`src/rtl/fft_stage_sched.sv`:
```
// fft_stage_sched: sequences N_STAGES FFT butterfly stages over two ping-pong
// sample banks. One stage runs at a time, strictly in index order. Every stage
// reads the bank that the previous stage wrote.
// Optional build macro FFT_STAGE_SCHED_PERF_EN adds the frame_cycles output.
// frame_cycles is the number of cycles from descriptor accept to first out_valid,
// counting both of those cycles.
module fft_stage_sched #(
    parameter int N_STAGES = 10,
    parameter int IDX_W    = 4
) (
    input  logic                ap_clk,
    input  logic                ap_rst,
    input  logic                in_valid,
    input  logic                in_bank,
    output logic                in_ready,
    output logic [N_STAGES-1:0] stage_start,
    input  logic [N_STAGES-1:0] stage_ready,
    input  logic [N_STAGES-1:0] stage_done,
    output logic [N_STAGES-1:0] stage_continue,
    output logic                rd_bank_sel,
    output logic                wr_bank_sel,
    output logic [IDX_W-1:0]    stage_idx,
    output logic                out_valid,
    output logic                out_bank,
    input  logic                out_ready,
    output logic                busy,
    output logic                err
`ifdef FFT_STAGE_SCHED_PERF_EN
    ,
    output logic [31:0]         frame_cycles
`endif
);

    typedef enum logic [2:0] {
        S_IDLE,
        S_LAUNCH,
        S_WAIT_DONE,
        S_ACK,
        S_OUT
    } state_t;

    state_t          state_q, state_d;
    logic [IDX_W-1:0] idx_d;
    logic            cur_bank_q, bank_d;
    logic [N_STAGES-1:0] sel;
    logic            cur_ready, cur_done, last, accept, err_c;

    // One-hot decode by compare so the index width never has to match the vector.
    function automatic logic [N_STAGES-1:0] onehot(input logic [IDX_W-1:0] i);
        logic [N_STAGES-1:0] v;
        for (int k = 0; k < N_STAGES; k++) v[k] = (i == IDX_W'(k));
        return v;
    endfunction

    // Handshake terms of the currently selected stage.
    always_comb begin
        sel       = onehot(stage_idx);
        cur_ready = |(stage_ready & sel);
        cur_done  = |(stage_done & sel);
        last      = (stage_idx == IDX_W'(N_STAGES - 1));
        accept    = in_valid && in_ready;
    end

    // Next-state, next stage index and next read bank.
    always_comb begin
        state_d = state_q;
        idx_d   = stage_idx;
        bank_d  = cur_bank_q;
        case (state_q)
            S_IDLE: begin
                if (accept) begin
                    state_d = S_LAUNCH;
                    idx_d   = '0;
                    bank_d  = in_bank;
                end
            end
            S_LAUNCH: begin
                if (cur_ready) state_d = cur_done ? S_ACK : S_WAIT_DONE;
            end
            S_WAIT_DONE: begin
                if (cur_done) state_d = S_ACK;
            end
            S_ACK: begin
                if (last) begin
                    state_d = S_OUT;
                end else begin
                    state_d = S_LAUNCH;
                    idx_d   = stage_idx + 1'b1;
                    bank_d  = ~cur_bank_q;
                end
            end
            S_OUT: begin
                if (out_ready) state_d = S_IDLE;
            end
            default: state_d = S_IDLE;
        endcase
    end

    // Protocol violations. A handshake from a stage that is not selected is an
    // error, and so is any done while no frame is running.
    always_comb begin
        err_c = 1'b0;
        if (state_q == S_IDLE) err_c = |stage_done;
        else                   err_c = |((stage_done | stage_ready) & ~sel);
    end

    // State and registered outputs. The outputs are decoded from the next state,
    // so they line up with the state and have no combinational paths from the inputs.
    always_ff @(posedge ap_clk or posedge ap_rst) begin
        if (ap_rst) begin
            state_q        <= S_IDLE;
            stage_idx      <= '0;
            cur_bank_q     <= 1'b0;
            in_ready       <= 1'b0;
            stage_start    <= '0;
            stage_continue <= '0;
            rd_bank_sel    <= 1'b0;
            wr_bank_sel    <= 1'b0;
            out_valid      <= 1'b0;
            out_bank       <= 1'b0;
            busy           <= 1'b0;
            err            <= 1'b0;
        end else begin
            state_q        <= state_d;
            stage_idx      <= idx_d;
            cur_bank_q     <= bank_d;
            in_ready       <= (state_d == S_IDLE);
            stage_start    <= (state_d == S_LAUNCH) ? onehot(idx_d) : '0;
            stage_continue <= (state_d == S_ACK) ? onehot(idx_d) : '0;
            // Bank selects move only when a stage is entered, so each stage sees
            // stable selects from its launch through its acknowledge.
            if (state_d == S_LAUNCH && state_q != S_LAUNCH) begin
                rd_bank_sel <= bank_d;
                wr_bank_sel <= ~bank_d;
            end
            out_valid      <= (state_d == S_OUT);
            out_bank       <= (state_d == S_OUT) ? ~bank_d : 1'b0;
            busy           <= (state_d != S_IDLE);
            err            <= err | err_c;
        end
    end

`ifdef FFT_STAGE_SCHED_PERF_EN
    // Frame length counter. It is seeded with 2 to count the accept cycle and the
    // first out_valid cycle. It counts stage-running cycles and is frozen while in OUT.
    always_ff @(posedge ap_clk or posedge ap_rst) begin
        if (ap_rst) begin
            frame_cycles <= '0;
        end else if (accept) begin
            frame_cycles <= 32'd2;
        end else if (state_q == S_LAUNCH || state_q == S_WAIT_DONE || state_q == S_ACK) begin
            if (frame_cycles != 32'hFFFF_FFFF) frame_cycles <= frame_cycles + 32'd1;
        end
    end
`endif

endmodule
```
`config.mk`:
```
export PLATFORM = sky130hd
export DESIGN_NAME = fft_stage_sched
export DESIGN_NICKNAME = d
export VERILOG_FILES = /design/src/rtl/fft_stage_sched.sv
export SDC_FILE = /design/constraint.sdc
export NUM_CORES = 1
export LEC_CHECK = 0
export BUFFER_PORTS_ARGS = -buffer_cell sky130_fd_sc_hd__buf_2
export CAP_MARGIN = 5
export CORE_UTILIZATION = 48
export DETAILED_ROUTE_END_ITERATION = 10
export PLACE_DENSITY = 0.76
export SETUP_SLACK_MARGIN = 0.15
export SLEW_MARGIN = 20
export SYNTH_ARGS = -nofsm -noshare
export SYNTH_HDL_FRONTEND = slang
export SYNTH_SLANG_ARGS = --single-unit
```
`constraint.sdc`:
```
create_clock -name ap_clk -period 2.5 [get_ports ap_clk]
set_input_delay 0.5 -clock ap_clk [delete_from_list [all_inputs] [get_ports ap_clk]]
set_output_delay 0.5 -clock ap_clk [all_outputs]
set_load 0.01 [all_outputs]
```
==> results of run 1 <==
## area by class of cell
cell class                      instances  area, sq um  area share
Timing Repair Buffer                   67        365.4      0.1624
Tap cell                               46        57.56     0.02558
Sequential cell                        35        877.1      0.3899
Clock buffer                            6        51.30     0.02280
Multi-Input combinational cell        123        833.3      0.3704
Clock inverter                          2        35.03     0.01557
Inverter                                8        30.03     0.01335
## metal layers
metal / GRT usage / up-vias / part of all wire
met4: 0.05714 / 0 / 0.0063
met5: 0 / - / 0
met1: 0.3241 / 789 / 0.45
met3: 0.06832 / 4 / 0.067
li1: - / 784 / -
met2: 0.3632 / 62 / 0.47
## final timing paths
kind,end,start,cells past startpoint
worst min-delay path,stage_start[9]$_DFF_PP0_,ap_rst,3
worst max-delay path,stage_start[9]$_DFF_PP0_,stage_idx[0]$_DFF_PP0_,8
max in group asynchronous,stage_idx[1]$_DFF_PP0_,ap_rst,3
worst min register to register,out_bank$_DFF_PP0_,cur_bank_q$_DFF_PP0_,1
worst max register to register,stage_start[9]$_DFF_PP0_,stage_idx[0]$_DFF_PP0_,8
min in group ap_clk,out_valid$_DFF_PP0_,out_ready,3
## power by group through the flow
stage	sequential, mW	clock, mW	combinational, mW
global placement	0.811	0	1.31
detailed placement	0.814	0	1.31
floorplan	0.839	0	0.886
CTS	0.803	0.425	1.35
finish	0.811	0.417	1.49
global route	0.828	0.451	1.63
## registers in the layout (all words and copies together) (netlist names)
register and count:
stage_continue 10, stage_start 10, stage_idx 4, state_q 3, busy 1, cur_bank_q 1, err 1, in_ready 1
out_bank 1, out_valid 1, rd_bank_sel 1, wr_bank_sel 1
## logic make-up (layout without fill, tap and decap cells)
logic type               Yosys count  after routing
multiplexers                       4              4
AND/OR/NAND/NOR                   74             74
flip-flops                        35             35
XOR/XNOR                           2              2
AO/OA/AOI/OAI                     39             39
buffers and inverters             15             83
adder cells (fa/ha/maj)            4              4
## through the flow
| stage | hold slack, ns | worst slack [ns] | util | instance area (sq um) |
|---|---|---|---|---|
| 3_3_place_gp | 0.4621 | 0.2279 | 0.6161 | 2088 |
| 3_5_place_dp | 0.4709 | 0.1488 | 0.6161 | 2088 |
| 2_1_floorplan | 0.4400 | 0.2400 | - | 1725 |
| 5_1_grt | 0.2736 | 0.1169 | 0.6637 | 2250 |
| 4_1_cts | 0.2478 | 0.1667 | 0.6456 | 2188 |
| 6_report | 0.2309 | 0.2505 | 0.6637 | 2250 |
## worst max-delay path: stages, from the launching register on
cell and delay (ns):
dfrtp_1 0.42, inv_2 0.10, ha_2 0.23, a22o_1 0.22, a222oi_1 0.41, nand3_1 0.16
o31a_1 0.26, buf_4 0.18, nor3_1 0.19
## cell usage in the layout, fill, tap and decap left out, drive strengths merged, types with 3 or more instances in the layout
| cell | Yosys | layout |
|---|---|---|
| a22oi | 4 | 4 |
| buf | 4 | 67 |
| nor2 | 11 | 11 |
| nand3 | 6 | 6 |
| clkbuf | 3 | 6 |
| inv | 8 | 8 |
| mux2 | 4 | 4 |
| o21ai | 6 | 6 |
| a21oi | 5 | 5 |
| dfrtp | 35 | 35 |
| nor3 | 20 | 20 |
| nor4 | 6 | 6 |
| nand2 | 14 | 14 |
| a31oi | 4 | 4 |
| ha | 4 | 4 |
| o2bb2ai | 3 | 3 |
## what timing repair did
item | in CTS | in global routing
resized for setup | 1 | 13
gates cloned | 0 | 0
hold buffers | 0 | 0
setup endpoints to repair | 5 | 22
hold endpoints to repair | 0 | 0
buffers inserted | 1 | 2
pin swaps | 1 | 2
## cell usage after synthesis, types with 2 or more instances
master,instances
dfrtp_1,35
nor3_1,20
nand2_1,14
nor2_1,11
inv_1,8
nand3_1,6
nor4_1,6
o21ai_0,6
a21oi_1,5
a22oi_1,4
a31oi_1,4
ha_1,4
buf_2,3
clkbuf_1,3
mux2_2,3
o2bb2ai_1,3
a21o_1,2
a221oi_1,2
a311o_1,2
a311oi_1,2
and3_1,2
nand3b_1,2
nor2b_1,2
or3_1,2
==> impl_metrics.py, run 1 <==
metrics = {
    "yosys": {
        "syn_area_sq_mm": 0.001725,
        "yosysTopAreaCellShare": 0.5076,
        "synth.avg_cell_area_sq_um": 9.973,
        "syn-num-nets": 202,
        "synth_top_family_by_area": "simple AND/OR/NAND/NOR gates",
        "synthSimpleGateAreaFrac": 0.2219,
        "netlist-cell-type-count": 46,
        "synth-xor-area-share": 0.01015,
        "synthAdderAreaFrac": 0.02901,
        "ys_warn_count": 0,
        "synth-edff-count": 0,
        "synth-seq-cells": 35,
        "synth_mux_area_frac": 0.02828,
        "synth_ff_type": "dfrtp_1",
        "synth-compound-area-share": 0.1639,
        "ys_seq_area_frac": 0.5076,
        "synth.area.top_cells": "dfrtp_1 (51%), nor3_1 (5.8%), nand2_1 (3.0%)",
        "postSynthCellCount": 173,
        "synth_top_cell_by_area": "dfrtp_1",
        "synthArstFlopShare": 1.000,
    },
    "die": {
        "rows": 21,
        "initial_utilization": 0.5090,
        "dieArea_sq_mm": 0.003838,
        "die_w_microns": 61.96,
        "core_sq_mm": 0.003390,
        "die_y_microns": 61.96,
        "io-pin-count": 56,
    },
    "detailed_routing": {
        "route.detailed.drc": 0,
        "drt_iter0_markers": 75,
        "ant_nets": 0,
        "vias": 1639,
        "vias_per_cell": 5.711,
        "detail_route.wl_per_cell_microns": 14.83,
        "dr.pass1.iters": 5,
        "routed_wl_mm": 4.257,
    },
    "critical_path": {
        "cp-start-kind": "register",
        "end_kind": "register",
        "critPathArrivalTime_ns": 2.51,
        "worstSetupPathType": "register to register",
        "ff2ff_setup_slack_ns": 0.25,
        "cp.required_ns": 2.76,
        "crit_fanout": 13,
    },
    "clock_tree": {
        "cts.clk_slew.worst_paths_ns": 0.10,
        "cts.sinks": 35,
        "cts_buffers": 5,
        "clk_latency_ns": 0.34,
        "ctsLongestPathBuffers": 2,
        "clock_tree.root_cell": "clkbuf_4",
        "htree_levels": 2,
        "cts_tree": "yes",
    },
    "pwr": {
        "p_total_mw": 2.717,
        "p_switching_mw": 1.163,
        "ir_drop_uv": 696.8,
        "comb_power_share": 0.548,
        "clock_power_share": 0.153,
        "power_density_mw_per_mm2": 1208,
        "p_leak_nw": 1.098,
        "switching_share": 0.4281,
        "intPower_mw": 1.554,
        "seqPwrFrac": 0.298,
    },
    "run": {
        "cap_violations": 0,
    },
    "final_layout": {
        "fillers": 266,
        "layout.nets": 269,
        "diodes": 0,
        "area_growth_pct": 30.38,
        "drive_above_1_share": 0.3900,
        "final_cells": 287,
    },
    "place": {
        "dpl.hpwl_mm": 3.092,
        "port_buffers": 55,
        "dp_cells": 276,
        "place_congestion": 0.9085,
    },
    "sta": {
        "setup-tns-final_ns": 0,
        "layout_min_cycle_time_ns": 2.249,
        "drv_slew": 0,
        "fin_worst_skew_ns": 0.006778,
        "rsz0062_at_grt": "yes",
        "relSlewSlack": 0.6747,
        "setup_viol": 0,
        "finalCritPeriodShare": 0.8998,
        "max_clock_freq_ghz": 0.4445,
        "worstMarginPinSlew_ns": 0.4829,
        "hold_viol": 0,
    },
    "status": {
        "status": "finished clean",
    },
    "global_route": {
        "overflow": 0,
        "grt_pass1_wl_mm": 6.479,
        "grt_max_degree": 36,
        "grt_usage": 0.2347,
        "antenna_found_initial": 0,
        "grt_pass1_vias": 1407,
    },
    "min_path": {
        "worstHoldPathType": "input port to async pin",
    },
}
Power figures use the tool's default switching activity.
==> run 2, diff against run 1 <==
--- a/config.mk
+++ b/config.mk
@@ -12,5 +12,4 @@
 export PLACE_DENSITY = 0.76
 export SETUP_SLACK_MARGIN = 0.15
-export SLEW_MARGIN = 20
 export SYNTH_ARGS = -nofsm -noshare
 export SYNTH_HDL_FRONTEND = slang
==> constraint.sdc (replaced) <==
create_clock -name ap_clk -period 2.5 [get_ports ap_clk]
set_input_delay 0.5 -clock ap_clk [delete_from_list [all_inputs] [get_ports ap_clk]]
set_output_delay 0.5 -clock ap_clk [all_outputs]
set_load 0.1 [all_outputs]
==> run 2 against run 1 <==
Worst hold slack worse by 0.013 ns. Sequential cell count unchanged. First-iteration DRC count up 41%. Combinational power up 50%. Worst setup slack worse by 0.078 ns. Core utilization up 0.44 points. Final area up 0.67%. Global-route usage up 1.8 points. Final cell count up 0.70%. Wire length up 6.9%. Critical path type unchanged. Via count up 2.5%.
==> impl_metrics.py, run 2 (same netlist as run 1, synthesis figures left out) <==
metrics = {
    "clock_tree": {
        "cts_buffers": 5,
        "htree_levels": 2,
        "ctsLongestPathBuffers": 2,
        "cts.clk_slew.worst_paths_ns": 0.11,
        "postCtsHoldBufs": 0,
        "cts_tree": "yes",
        "clk_latency_ns": 0.34,
        "cts.sinks": 35,
        "clock_tree.root_cell": "clkbuf_4",
    },
    "critical_path": {
        "slowest_stage": "nor3_1",
        "reg2reg_depth": 5,
        "critPathLaunch": "state_q[2]$_DFF_PP0_",
        "r2r-end": "stage_continue[2]$_DFF_PP0_",
        "cp_top_family": "simple AND/OR/NAND/NOR gates",
        "worstSetupPathType": "register to register",
        "crit_chain": "nor3_1 -> and3_1 -> o22ai_1 -> or2_2 -> nor3_1",
        "crit_fanout": 8,
        "path_buf_inv": 0,
        "critPathArrivalTime_ns": 2.59,
        "path_common_cell": "nor3_1",
        "ff2ff_setup_slack_ns": 0.17,
        "cpPeakStageDelay_ns": 0.51,
        "cp.required_ns": 2.76,
        "r2r_start": "state_q[2]$_DFF_PP0_",
        "cp-start-kind": "register",
        "end_kind": "register",
    },
    "pwr": {
        "intPower_mw": 1.509,
        "ir_drop_uv": 983.7,
        "power_density_mw_per_mm2": 1507,
        "switching_share": 0.5578,
        "seqPwrFrac": 0.253,
        "clock_power_share": 0.090,
        "comb_power_share": 0.657,
        "p_leak_nw": 1.095,
        "p_switching_mw": 1.904,
    },
    "detailed_routing": {
        "dr.pass1.iters": 4,
        "vias_per_cell": 5.813,
        "ant_nets": 0,
        "detail_route.wl_per_cell_microns": 15.75,
        "drt_iter0_markers": 106,
        "route.detailed.drc": 0,
        "routed_wl_mm": 4.551,
        "vias": 1680,
    },
    "sta": {
        "final.setup.worst_slack_ns": 0.1730,
        "worstMarginPinSlew_ns": 0.6221,
        "layout_min_cycle_time_ns": 2.327,
        "relSlewSlack": 0.5848,
        "setup_viol": 0,
        "setup-tns-final_ns": 0,
        "hold_viol": 0,
        "max_clock_freq_ghz": 0.4297,
        "drv_slew": 0,
        "finalCritPeriodShare": 0.9308,
        "hold_slack_ns": 0.2176,
        "rsz0062_at_grt": "yes",
        "fin_worst_skew_ns": 0.01428,
    },
    "min_path": {
        "worstHoldPathType": "input port to async pin",
    },
    "die": {
        "die_y_microns": 61.96,
        "rows": 21,
        "dieArea_sq_mm": 0.003838,
        "core_sq_mm": 0.003390,
        "die_w_microns": 61.96,
        "io-pin-count": 56,
        "initial_utilization": 0.5090,
    },
    "final_layout": {
        "area_growth_pct": 31.25,
        "final_cell_mix": "buf_2 (55), dfrtp_1 (31), nor3_1 (17)",
        "layout.nets": 272,
        "largestRegisters": "stage_continue (10), stage_start (10), stage_idx (4)",
        "final_core_util": 0.6681,
        "drive_above_1_share": 0.3992,
        "fillers": 270,
        "diodes": 0,
        "final_common_cell": "buf_2",
    },
    "global_route": {
        "grt_max_degree": 18,
        "antenna_found_initial": 0,
        "grt_usage": 0.2527,
        "grt_pass1_vias": 1419,
        "overflow": 0,
        "grt_pass1_wl_mm": 6.872,
    },
    "place": {
        "place_congestion": 0.9524,
        "post-place-ws_ns": 0.07682,
        "dpl.hpwl_mm": 3.314,
        "port_buffers": 55,
    },
    "run": {
        "cap_violations": 0,
    },
    "status": {
        "status": "finished clean",
    },
}
[run 2: cell count changes in the layout (fill, tap and decap cells not counted), sizes merged]
cell,change
buf,+3
bufinv,-1
[run 2: power groups by stage]
stage | logic, mW | clock network, mW | registers, mW
floorplan | 0.889 | 0 | 1.54
global placement | 1.97 | 0 | 0.861
detailed placement | 1.99 | 0 | 0.870
CTS | 2.00 | 0.314 | 0.862
global route | 2.38 | 0.331 | 0.884
finish | 2.24 | 0.308 | 0.862
[run 2: worst max-delay path by stage]
stage / to / slack (ns) / depth (start not counted)
6_report: stage_continue[2]$_DFF_PP0_ / 0.17 / 5
5_1_grt: stage_start[7]$_DFF_PP0_ / 0.11 / 8
4_1_cts: stage_start[0]$_DFF_PP0_ / 0.11 / 7
3_5_place_dp: stage_continue[2]$_DFF_PP0_ / 0.08 / 7
3_3_place_gp: stage_continue[9]$_DFF_PP0_ / 0.08 / 7
2_1_floorplan: stage_start[4]$_DFF_PP0_ / 0.16 / 7
[run 2: worst reg2reg max path, stage by stage (launching register included)]
cell	delay, ns
dfrtp_1	0.49
nor3_1	0.52
and3_1	0.43
o22ai_1	0.22
or2_2	0.41
nor3_1	0.20
[run 2: repair_timing]
action / in CTS / in global routing
setup buffers: 0 / 6
pin swaps: 0 / 2
resized for setup: 1 / 9
endpoints found under the hold margin: 0 / 0
endpoints found under the setup margin: 9 / 22
[run 2: layout make-up]
type                    count  area, sq um  share of cell area
flip-flops and latches     35        888.4              0.3923
repair buffers             70        387.9              0.1713
clock buffers               6        51.30             0.02265
inverters                   8        30.03             0.01326
clock inverters             1        5.005            0.002210
multi-input cells         123        844.6              0.3729
well taps                  46        57.56             0.02541
[run 2: metrics by stage]
stage | power (mW) | cell area (sq um) | std cells
finish | 3.413 | 2265 | 289
global route | 3.598 | 2265 | 289
CTS | 3.180 | 2166 | 283
detailed placement | 2.856 | 2103 | 276
global placement | 2.826 | 2103 | 276
floorplan | 2.432 | 1740 | 173
[run 2: layer usage]
metal | global-route usage | share of wire | routed length (microns)
met5 | 0 | 0 | 0
met4 | 0.08254 | 0.014 | 64
met3 | 0.06211 | 0.062 | 284
met2 | 0.3815 | 0.48 | 2195
met1 | 0.3572 | 0.44 | 2006
==> run 3, diff against run 2 <==
HOLD_SLACK_MARGIN = 0.12   (was default)
PLACE_DENSITY = default   (was 0.76)
PLACE_DENSITY_LB_ADDON = 0.2   (was default)
==> run 3 against run 2 <==
Worst hold slack better by 0.12 ns. Wire length is 4.7% lower. Global-route usage fell by 1.0 points. Register-to-register slack barely moved. Clock power fell by 3%. Sequential cell count stayed put. Final area grew 0.94%. Die area did not move. Fmax increased by 0.43%. Count of clock-buffer cells in the layout stayed put. Largest cell class unchanged. Highest routed layer unchanged.
==> impl_metrics.py, run 3 (same netlist as run 1, synthesis figures left out) <==
metrics = {
    "status": {
        "status": "finished clean",
    },
    "global_route": {
        "overflow": 0,
        "antenna_found_initial": 0,
        "grt_pass1_vias": 1402,
        "grt_pass1_wl_mm": 6.706,
        "grt_usage": 0.2426,
        "grt_max_degree": 24,
    },
    "final_layout": {
        "diodes": 0,
        "fillers": 274,
        "stdcell_area_sq_mm": 0.002286,
        "largestRegisters": "stage_continue (10), stage_start (10), stage_idx (4)",
        "final_cell_mix": "buf_2 (55), dfrtp_1 (31), nand2_1 (13)",
        "drive_above_1_share": 0.4034,
        "layout.nets": 267,
        "final_common_cell": "buf_2",
        "area_growth_pct": 32.49,
    },
    "clock_tree": {
        "postCtsHoldBufs": 0,
        "cts_tree": "yes",
        "cts.sinks": 35,
        "htree_levels": 2,
        "cts.clk_slew.worst_paths_ns": 0.10,
        "cts_buffers": 5,
        "clk_latency_ns": 0.31,
        "clock_tree.root_cell": "clkbuf_4",
        "ctsLongestPathBuffers": 2,
    },
    "die": {
        "dieArea_sq_mm": 0.003838,
        "die_y_microns": 61.96,
        "initial_utilization": 0.5090,
        "core_sq_mm": 0.003390,
        "rows": 21,
        "io-pin-count": 56,
        "die_w_microns": 61.96,
    },
    "sta": {
        "finalCritPeriodShare": 0.9268,
        "setup_viol": 0,
        "relSlewSlack": 0.4409,
        "setup-tns-final_ns": 0,
        "layout_min_cycle_time_ns": 2.317,
        "drv_slew": 0,
        "hold_viol": 0,
        "fin_worst_skew_ns": 0.006190,
        "hold_slack_ns": 0.3405,
        "worstMarginPinSlew_ns": 0.8377,
        "rsz0062_at_grt": "yes",
        "max_clock_freq_ghz": 0.4316,
    },
    "pwr": {
        "p_leak_nw": 1.108,
        "ir_drop_uv": 1043,
        "power_density_mw_per_mm2": 1501,
    },
    "critical_path": {
        "cpPeakStageDelay_ns": 0.49,
        "slowest_stage": "dfrtp_4",
        "cp-start-kind": "register",
        "crit_chain": "inv_4 -> ha_4 -> a22o_1 -> a222oi_1 -> nand3_1 -> o31a_1 -> buf_12 -> nor3_1",
        "worstSetupPathType": "register to register",
        "end_kind": "register",
        "critPathLaunch": "stage_idx[0]$_DFF_PP0_",
        "cp.required_ns": 2.73,
        "critPathArrivalTime_ns": 2.55,
        "r2r_start": "stage_idx[0]$_DFF_PP0_",
        "crit_fanout": 13,
    },
    "detailed_routing": {
        "route.detailed.drc": 0,
        "routed_wl_mm": 4.339,
        "vias": 1624,
        "detail_route.wl_per_cell_microns": 15.28,
        "vias_per_cell": 5.718,
        "dr.pass1.iters": 6,
        "drt_iter0_markers": 103,
        "ant_nets": 0,
    },
    "run": {
        "cap_violations": 0,
    },
    "place": {
        "dpl_cell_area_sq_mm": 0.002101,
        "port_buffers": 55,
        "place_congestion": 0.8982,
        "dpl.hpwl_mm": 3.216,
    },
    "min_path": {
        "worstHoldPathType": "input port to async pin",
    },
}
## run 3: changes by cell type in the layout (fill, tap and decap cells not counted), sizes merged
cell,before,now
buf,70,64
dlymetal6s2s,0,1
## run 3: final timing paths
| kind | end | slack (ns) | cells past startpoint |
|---|---|---|---|
| setup / recovery | stage_start[2]$_DFF_PP0_ | 0.18 | 8 |
| min in group ap_clk | out_valid$_DFF_PP0_ | 0.49 | 3 |
| hold / removal | stage_start[0]$_DFF_PP0_ | 0.34 | 2 |
| setup reg to reg | stage_start[2]$_DFF_PP0_ | 0.18 | 8 |
| max in group asynchronous | stage_start[7]$_DFF_PP0_ | 1.47 | 3 |
| hold reg to reg | rd_bank_sel$_DFFE_PP0P_ | 0.49 | 1 |
## run 3: area by class of cell
cell class / count / area [sq um] / area share
Clock buffer: 6 / 51.30 / 0.02244
Multi-Input combinational cell: 123 / 880.8 / 0.3853
Clock inverter: 1 / 5.005 / 0.002189
Tap cell: 46 / 57.56 / 0.02518
Inverter: 8 / 35.03 / 0.01533
Sequential cell: 35 / 888.4 / 0.3886
Timing Repair Buffer: 65 / 367.9 / 0.1609
## run 3: power by group
| group | internal, mW | switching, mW | leakage (nW) | total [mW] |
|---|---|---|---|---|
| Combinational | 0.670 | 1.61 | 0.615 | 2.28 |
| Sequential | 0.714 | 0.139 | 0.459 | 0.853 |
| Clock | 0.130 | 0.169 | 0.0341 | 0.299 |
## run 3: per-stage QoR
stage	power, mW	utilization	std cells	worst slack (ns)
2_1_floorplan	2.432	-	173	0.1586
4_1_cts	3.205	0.6382	281	0.1190
5_1_grt	3.632	0.6744	284	0.09520
3_3_place_gp	2.877	0.6198	274	0.05462
3_5_place_dp	2.895	0.6198	274	0.06441
6_report	3.430	0.6744	284	0.1829
## run 3: metal layers
| metal | GRT usage | share of wire |
|---|---|---|
| met5 | 0 | 0 |
| met4 | 0.03492 | 0.0032 |
| met3 | 0.06832 | 0.076 |
| met2 | 0.3617 | 0.47 |
| met1 | 0.3588 | 0.45 |
## run 3: critical path: cells and delay by family (launching register included)
kind            cells  cell delay, ns
flops               1            0.49
buf+inv             2            0.24
compound gates      3            0.98
simple gates        2            0.35
fa+ha+maj           1            0.18
## run 3: repair_timing
action,CTS,global route
setup endpoints to repair,7,20
pin swaps,0,3
resized for setup,1,18
gates cloned,0,0
buffers inserted,0,3
